[src/rtl/regfile_pkg.sv]
// Shared types and constants for the register-file arbiter and the ID-stage decoder.
package regfile_pkg;

    localparam int RF_DATA_W = 8;
    localparam int RF_NREG   = 4;
    localparam int RF_ADDR_W = 2;

    typedef enum logic [1:0] {
        IDLE  = 2'd0,
        SERVE = 2'd1,
        ACK   = 2'd2
    } state_t;

    function automatic logic [RF_NREG-1:0] onehot4(input logic [RF_ADDR_W-1:0] addr);
        return RF_NREG'(1) << addr;
    endfunction

endpackage

[src/rtl/rr_arb2.sv]
// Two-input round-robin grant: combinational choice, registered last-granted pointer.
module rr_arb2 (
    input  logic       clk,
    input  logic       nReset,
    input  logic [1:0] req_i,
    input  logic       take_i,
    output logic       valid_o,
    output logic       gnt_o
);

    logic last_q, last_d;

    // NOTE: every signal written here gets a value before any branch, so no latch is inferred.
    always_comb begin
        valid_o = |req_i;
        gnt_o   = 1'b0;
        case (req_i)
            2'b10:   gnt_o = 1'b1;
            2'b11:   gnt_o = ~last_q;
            default: gnt_o = 1'b0;
        endcase
        last_d = (take_i && valid_o) ? gnt_o : last_q;
    end

    // Pointer starts at 1 so port 0 wins the first contested grant.
    // NOTE: clocked state uses non-blocking assignments so all registers update together.
    always_ff @(posedge clk or negedge nReset) begin
        if (!nReset) last_q <= 1'b1;
        else         last_q <= last_d;
    end

endmodule

[src/rtl/regfile_arbiter.sv]
// Two-port arbiter/sequencer in front of the register file: latch a request, drive the
// file for one SERVE cycle, capture read data, then pulse the granted port's ack.
module regfile_arbiter
    import regfile_pkg::*;
#(
    parameter int DATA_W = RF_DATA_W,
    parameter int NREG   = RF_NREG
) (
    input  logic                    clk,
    input  logic                    nReset,
    input  logic                    req0,
    input  logic                    we0,
    input  logic [$clog2(NREG)-1:0] addr0,
    input  logic [DATA_W-1:0]       wdata0,
    output logic                    ack0,
    output logic [DATA_W-1:0]       rdata0,
    input  logic                    req1,
    input  logic                    we1,
    input  logic [$clog2(NREG)-1:0] addr1,
    input  logic [DATA_W-1:0]       wdata1,
    output logic                    ack1,
    output logic [DATA_W-1:0]       rdata1,
    output logic [DATA_W-1:0]       rf_A,
    output logic [NREG-1:0]         rf_RegX,
    output logic                    rf_RegCE,
    input  logic [DATA_W-1:0]       rf_out,
    output logic                    busy
);

    state_t              state_q, state_d;
    logic                port_q, port_d;
    logic                ack0_q, ack0_d, ack1_q, ack1_d;
    logic [DATA_W-1:0]   rdata0_q, rdata0_d, rdata1_q, rdata1_d;
    logic [DATA_W-1:0]   rf_a_q, rf_a_d;
    logic [NREG-1:0]     rf_regx_q, rf_regx_d;
    logic                rf_regce_q, rf_regce_d;
    logic                busy_q, busy_d;

    logic                gnt_valid, gnt_port;

    rr_arb2 u_rr_arb2 (
        .clk     (clk),
        .nReset  (nReset),
        .req_i   ({req1, req0}),
        .take_i  (state_q == IDLE),
        .valid_o (gnt_valid),
        .gnt_o   (gnt_port)
    );

    // Outputs are computed one state ahead so every port comes straight from a flop.
    always_comb begin
        state_d    = state_q;
        port_d     = port_q;
        ack0_d     = 1'b0;
        ack1_d     = 1'b0;
        rdata0_d   = rdata0_q;
        rdata1_d   = rdata1_q;
        rf_a_d     = rf_a_q;
        rf_regx_d  = '0;
        rf_regce_d = 1'b0;
        case (state_q)
            IDLE: begin
                if (gnt_valid) begin
                    state_d    = SERVE;
                    port_d     = gnt_port;
                    rf_regx_d  = onehot4(gnt_port ? addr1 : addr0);
                    rf_a_d     = gnt_port ? wdata1 : wdata0;
                    rf_regce_d = gnt_port ? we1 : we0;
                end
            end
            SERVE: begin
                state_d = ACK;
                ack0_d  = ~port_q;
                ack1_d  = port_q;
                if (!rf_regce_q) begin
                    if (port_q) rdata1_d = rf_out;
                    else        rdata0_d = rf_out;
                end
            end
            ACK:     state_d = IDLE;
            default: state_d = IDLE;
        endcase
        busy_d = (state_d != IDLE);
    end

    always_ff @(posedge clk or negedge nReset) begin
        if (!nReset) begin
            state_q    <= IDLE;
            port_q     <= 1'b0;
            ack0_q     <= 1'b0;
            ack1_q     <= 1'b0;
            rdata0_q   <= '0;
            rdata1_q   <= '0;
            rf_a_q     <= '0;
            rf_regx_q  <= '0;
            rf_regce_q <= 1'b0;
            busy_q     <= 1'b0;
        end else begin
            state_q    <= state_d;
            port_q     <= port_d;
            ack0_q     <= ack0_d;
            ack1_q     <= ack1_d;
            rdata0_q   <= rdata0_d;
            rdata1_q   <= rdata1_d;
            rf_a_q     <= rf_a_d;
            rf_regx_q  <= rf_regx_d;
            rf_regce_q <= rf_regce_d;
            busy_q     <= busy_d;
        end
    end

    assign ack0     = ack0_q;
    assign ack1     = ack1_q;
    assign rdata0   = rdata0_q;
    assign rdata1   = rdata1_q;
    assign rf_A     = rf_a_q;
    assign rf_RegX  = rf_regx_q;
    assign rf_RegCE = rf_regce_q;
    assign busy     = busy_q;

endmodule
[config.mk]
export PLATFORM = sky130hd
export DESIGN_NAME = regfile_arbiter
export DESIGN_NICKNAME = d
export VERILOG_FILES = /design/src/rtl/regfile_pkg.sv /design/src/rtl/rr_arb2.sv /design/src/rtl/regfile_arbiter.sv
export SDC_FILE = /design/constraint.sdc
export NUM_CORES = 1
export LEC_CHECK = 0
export ABC_CLOCK_PERIOD_IN_PS = 3420
export CAP_MARGIN = 30
export CORE_MARGIN = 1
export CORE_UTILIZATION = 44
export CTS_CLUSTER_DIAMETER = 120
export DETAILED_ROUTE_END_ITERATION = 16
export GPL_ROUTABILITY_DRIVEN = 0
export GPL_TIMING_DRIVEN = 0
export HOLD_SLACK_MARGIN = 0.12
export MAX_ROUTING_LAYER = met4
export PLACE_DENSITY = 0.85
export SLEW_MARGIN = 15
export SYNTH_ARGS = -nofsm -noshare
export SYNTH_HDL_FRONTEND = slang
export SYNTH_HIERARCHICAL = 1
export SYNTH_SLANG_ARGS = --single-unit
[constraint.sdc]
create_clock -name clk -period 3.42 [get_ports clk]
set_input_delay 0.684 -clock clk [delete_from_list [all_inputs] [get_ports clk]]
set_output_delay 0.684 -clock clk [all_outputs]
set_load 0.005 [all_outputs]
# [Word-level counts from Yosys, hierarchy flattened]
# Index checks and enable logic that the tools add are counted.
[classes] addsub=0 n_mul=0 div=0 order_cmp=0 n_eq_ne=3 shifts=1 muxes=12 bitwise_logic=3 n_reduce_logical=7
[ops] cell="4-bit two-way mux" count=2
[ops] cell="8-bit two-way mux" count=1
[ops] cell="3-bit AND reduction" count=2
[ops] cell="1-bit two-way mux" count=5
[ops] cell="2-bit == test, second input constant" count=2
[ops] cell="2-bit two-way mux" count=2
[ops] cell="2-bit one-hot mux with 2 select lines" count=1
[ops] cell="1-bit by 2-bit left shift with 4-bit output, first input constant" count=1
[ops] cell="1-bit NOT" count=3
[ops] cell="2-bit by 1-bit == test with 1-bit output, second input constant" count=1
[ops] cell="2-bit zero test" count=1
[ops] cell="1-bit one-hot mux with 2 select lines" count=1
[ops] cell="2-bit AND reduction" count=1
[ops] cell="2-bit nonzero test" count=1
[ops] cell="2-bit OR reduction" count=1
[ops] cell="1-bit logical AND" count=1
[totals] reg_bits=36 latchBits=0 ramBits=0 mem_bits_ro=0 input_bits=34 output_inout_bits=32 wordCells=37 n_memories=0

# [Logic depth before layout (Yosys ltp)]
[depth] word_depth=6 depth_mapped=5 depth_no_buf=4

# [Cells and area by module]
# The synthesis kept the hierarchy.
[by_module_without_submodules] mod="regfile_arbiter" instances=1 cells_per_inst=96 area_each_um2=1461.4 seq_area_each_um2=875.8
[by_module_without_submodules] mod="rr_arb2" instances=1 cells_per_inst=5 area_each_um2=51.3 seq_area_each_um2=26.3

# [Least setup slack after synthesis]
# Ideal clock, no wire load.
[synth_path] path_kind="input -> register" start="in req1" end="reg rf_regx_q[0], in the netlist rf_RegX[0]" setup_ns=0.077 arrival_ns=1.683 required_ns=3.343 path_slack_ns=1.659 path_stages=5 path_buffers=2 cell_sequence="a21boi_0 buf_4 buf_6 or3b_2 a21oi_1"
[synth_via] elab_chain_cells=6 word_cells_on_any_way=8 classes_between="eq/ne (2); shift (1); mux (4); reduce/logical (1)"
[synth_rtl] element="start, declared" line_no="regfile_arbiter.sv:17" source="input logic req1,"
[synth_rtl] element="2-bit == test" line_no="rr_arb2.sv:17" source="case (req_i)"
[synth_rtl] element="1-bit one-hot mux with 2 select lines" line_no="rr_arb2.sv:17"
[synth_rtl] element="2-bit two-way mux" line_no="regfile_arbiter.sv:66" source="rf_regx_d = onehot4(gnt_port ? addr1 : addr0);"
[synth_rtl] element="1-bit by 2-bit left shift with 4-bit output" line_no="regfile_pkg.sv:15" source="return RF_NREG'(1) << addr;"
[synth_rtl] element="4-bit two-way mux (*)" line_no="regfile_arbiter.sv:63" source="if (gnt_valid) begin"
[synth_rtl] element="4-bit two-way mux (*)" line_no="regfile_arbiter.sv:61" source="case (state_q)"
[synth_rtl] element="via rf_regx_d[0]" line_no="regfile_arbiter.sv:35" source="logic [NREG-1:0] rf_regx_q, rf_regx_d;"
[synth_rtl] element="end signal, assigned" line_no="regfile_arbiter.sv:106" source="rf_regx_q <= rf_regx_d;"
[synth_rtl] element="end, declared" line_no="regfile_arbiter.sv:35"
# The timed path passes the listed nets; every way through them passes the cells marked *.
# A chain may end at the register's enable or synchronous reset.

# [Worst setup path after layout]
[layout_path] start="in req1" end="reg rf_regx_q[0], in the netlist rf_RegX[0]"
[layout_via] elab_chain_cells=6 word_cells_on_any_way=8 classes_between="eq/ne (2); shift (1); mux (4); reduce/logical (1)"
[layout_rtl] element="2-bit == test" line_no="rr_arb2.sv:17"
[layout_rtl] element="1-bit one-hot mux with 2 select lines (*)" line_no="rr_arb2.sv:17"
[layout_rtl] element="via gnt_port" line_no="regfile_arbiter.sv:39" source="logic gnt_valid, gnt_port;"
[layout_rtl] element="2-bit two-way mux (*)" line_no="regfile_arbiter.sv:66"
[layout_rtl] element="1-bit by 2-bit left shift with 4-bit output (*)" line_no="regfile_pkg.sv:15"
[layout_rtl] element="4-bit two-way mux (*)" line_no="regfile_arbiter.sv:63"
[layout_rtl] element="4-bit two-way mux (*)" line_no="regfile_arbiter.sv:61"
[layout_rtl] element="via rf_regx_d[0]" line_no="regfile_arbiter.sv:35"
# Marked as above.

==> results.cfg <==
[place]
place.detailed.hpwl_mm = 2.51
placed_cells_incl_taps = 210
preCtsSetupSlack_ns = 0.978
numPortBuffers = 65

[routing]
final_antenna_net_count = 0
wirelength_mm = 3.29
drt_pass1_iterations = 3
wl_per_cell_um = 15.1
dr.max_layer_used = met4
avgViaCountPerCell = 4.98
detailroute.wirelength.met3_um = 125
routed-wl-met2_mm = 1.86
num_vias = 1080
met1_length_mm = 1.24
drt_iter0_drc = 37
drt_drc_violations_left = 0

[cts]
post_cts.resized_instances = 0
clk_latency_ns = 0.34
h-tree-depth = 2
cts_hold_repair.buffers = 0
clock_tree.root_cell = clkbuf_4
number_of_buffers_created_by_cts = 5
clock_tree.buffer_depth = 2
cts_sinks = 36
clk_pin_slew_worst_paths_ns = 0.10
tritoncts = built
cts_setup_buffers = 0

[grt]
global_route.usage.total_pct = 21.8
number_of_antenna_violations_at_the_first_check_in_global_routing = 0
wire_length_of_the_first_global_routing_pass_mm = 5.38
grt_pass1_vias = 1155
grt_max_degree = 37
overall_overflow_remaining_after_global_route = 0

[logic_synthesis]
synth.avg_cell_area_sq_um = 15.0
yosys_register_bits = 36
synthesis.nets = 135
synthesis.instances = 101
synth.lib_cells_used.distinct = 26
synth.yosys.seq_area_share_pct = 59.6
synth.yosys.warnings = 6
synth_area_sq_um = 1510

[timing]
achievable-frequency_mhz = 479
post-route-period-util_pct = 61.0
setup_viol = 0
worst_slew_margin_rel_pct = 48.0
rsz0062_at_grt = no
clock_skew_ns = 0.00694
final.setup.tns_ns = 0
finalHoldViolations = 0
period_needed_ns = 2.09
postLayoutSetupSlackWorst_ns = 1.33
final_max_slew_viol_count = 0
max_slew.worst_pin.slew_ns = 0.780

[cells_and_area]
seqCellArea_sq_um = 902
stdcell_count = 217
fillers = 241
drive_above_1_share_pct = 28.3
final_nets = 207
layout_area_growth_over_synthesis_pct = 49.4
n_antenna_cell = 0
multi_input_area_sq_um = 563

[power_and_ir_drop]
clock_power_share_pct = 11.8
total_power_mw = 1.75
share_seq_of_total_power_pct = 42.2
irDropWorstVdd_mv = 0.429
power_switching_mw = 0.494
cellInternalPower_mw = 1.25
sw_frac_of_total_pct = 28.3
power.combinational.fraction_pct = 46.1
leakagePower_nw = 0.942
p_per_area_nw_per_um2 = 774

[floorplan]
row_count = 20
initial_utilization_pct = 48.0
die_h_um = 60.6
num_io_pins = 66
die_area_sq_um = 3680
design.core.area_sq_um = 3150
fp.dieW_um = 60.6

[outcome]
run_status = finished, final reports clean

[worst_setup_path]
worst_setup_path_type = input pin to flip-flop
reg2reg_depth = 5
critPathRequiredTime_ns = 3.69
timing.critical_path.fanout_max = 10
crit_path_end_kind = flip-flop
worst-endpoint-arrival_ns = 2.36
timing.critical_path.from_type = input pin

[job]
max-cap-violations = 0

[hold_path]
min-delay-path-class = input pin to asynchronous set/reset pin
-- cell type report --
type	count	share of cell area (%)
Sequential cell	36	39.9
Timing Repair Buffer	65	28.6
Multi-Input combinational cell	59	24.9
Tap cell	44	2.44
Clock buffer	6	1.83
Buffer	4	1.55
Inverter	2	0.554
Clock inverter	1	0.221
-- worst max-delay path, stage by stage --
cell	delay (ns)
clkdlybuf4s50_1	0.50
a21boi_0	0.23
buf_4	0.22
buf_6	0.15
or3b_2	0.44
a21oi_1	0.13
-- cell usage after synthesis, drive strengths merged --
cell	number	share of area [%]
nand2	1	0.25
dfstp	1	1.7
or3	1	0.41
or3b	4	2.3
nor2	3	0.74
mux2i	1	0.66
dfrtp	35	58
mux2	33	25
or2	1	0.41
and2	1	0.41
a31oi	1	0.41
clkinv	1	0.58
and4bb	1	0.83
nor4b	1	1.6
a21boi	1	0.50
buf	4	2.3
nand2b	1	0.41
a21oi	5	1.7
nand3	1	0.33
nand3b	3	1.5
inv	1	0.25
-- cell families (layout without fill, tap and decap cells) --
group | Yosys count | count (layout) | share of synthesized area (%)
buf+inv | 6 | 78 | 3.14
compound gates | 7 | 7 | 2.56
mux | 34 | 34 | 25.5
flops | 36 | 36 | 59.6
simple gates | 18 | 18 | 9.18
-- metrics by stage --
stage	util [%]	area (sq um)	hold slack, ns
2_1_floorplan	-	1510	0.388
3_3_place_gp	70.4	2220	0.472
3_5_place_dp	70.2	2210	0.486
4_1_cts	71.7	2260	0.421
5_1_grt	71.7	2260	0.458
6_report	71.7	2260	0.415
-- power by group through the flow --
stage	Clock (mW)	Combinational, mW	Sequential [mW]
floorplan	0	0.344	0.750
global placement	0	0.797	0.731
detailed placement	0	0.815	0.749
CTS	0.214	0.820	0.740
global route	0.235	0.873	0.762
finish	0.206	0.806	0.738
-- layout by cell type (no fill, tap or decap), types with 2 or more instances in the layout --
| cell type | n |
|---|---|
| buf_6 | 2 |
| nand3b_1 | 3 |
| clkdlybuf4s50_1 | 64 |
| or3b_1 | 2 |
| mux2_2 | 31 |
| buf_2 | 2 |
| nor2_1 | 3 |
| clkbuf_4 | 5 |
| a21oi_1 | 5 |
| dfrtp_1 | 35 |
| or3b_2 | 2 |
-- per-layer routing --
metal,up-vias,global-route usage (%)
li1,500,-
met1,544,24.3
met2,28,37.2
met3,8,5.76
met4,0,8.77
met5,-,-
-- path summary, 6_finish.rpt --
path	startpoint	endpoint	slack (ns)
max in group asynchronous	nReset	rdata1[7]	2.51
max	req1	rf_RegX[0]	1.33
max reg2reg	u_rr_arb2/last_q	rf_RegX[2]	1.78
min reg2reg	rf_A[5]	rf_A[5]	0.50
min in group clk	rf_A[5]	rf_A[5]	0.50
min	nReset	rf_RegX[0]	0.41
-- registers in the layout, indices dropped and copies added (netlist names) --
signal,count
ack0,1
ack1,1
busy,1
port_q,1
rdata0,8
rdata1,8
rf_A,8
rf_RegCE,1
rf_RegX,4
state_q,2
u_rr_arb2/last_q,1
Note: power is estimated with default switching activity, not from simulation.
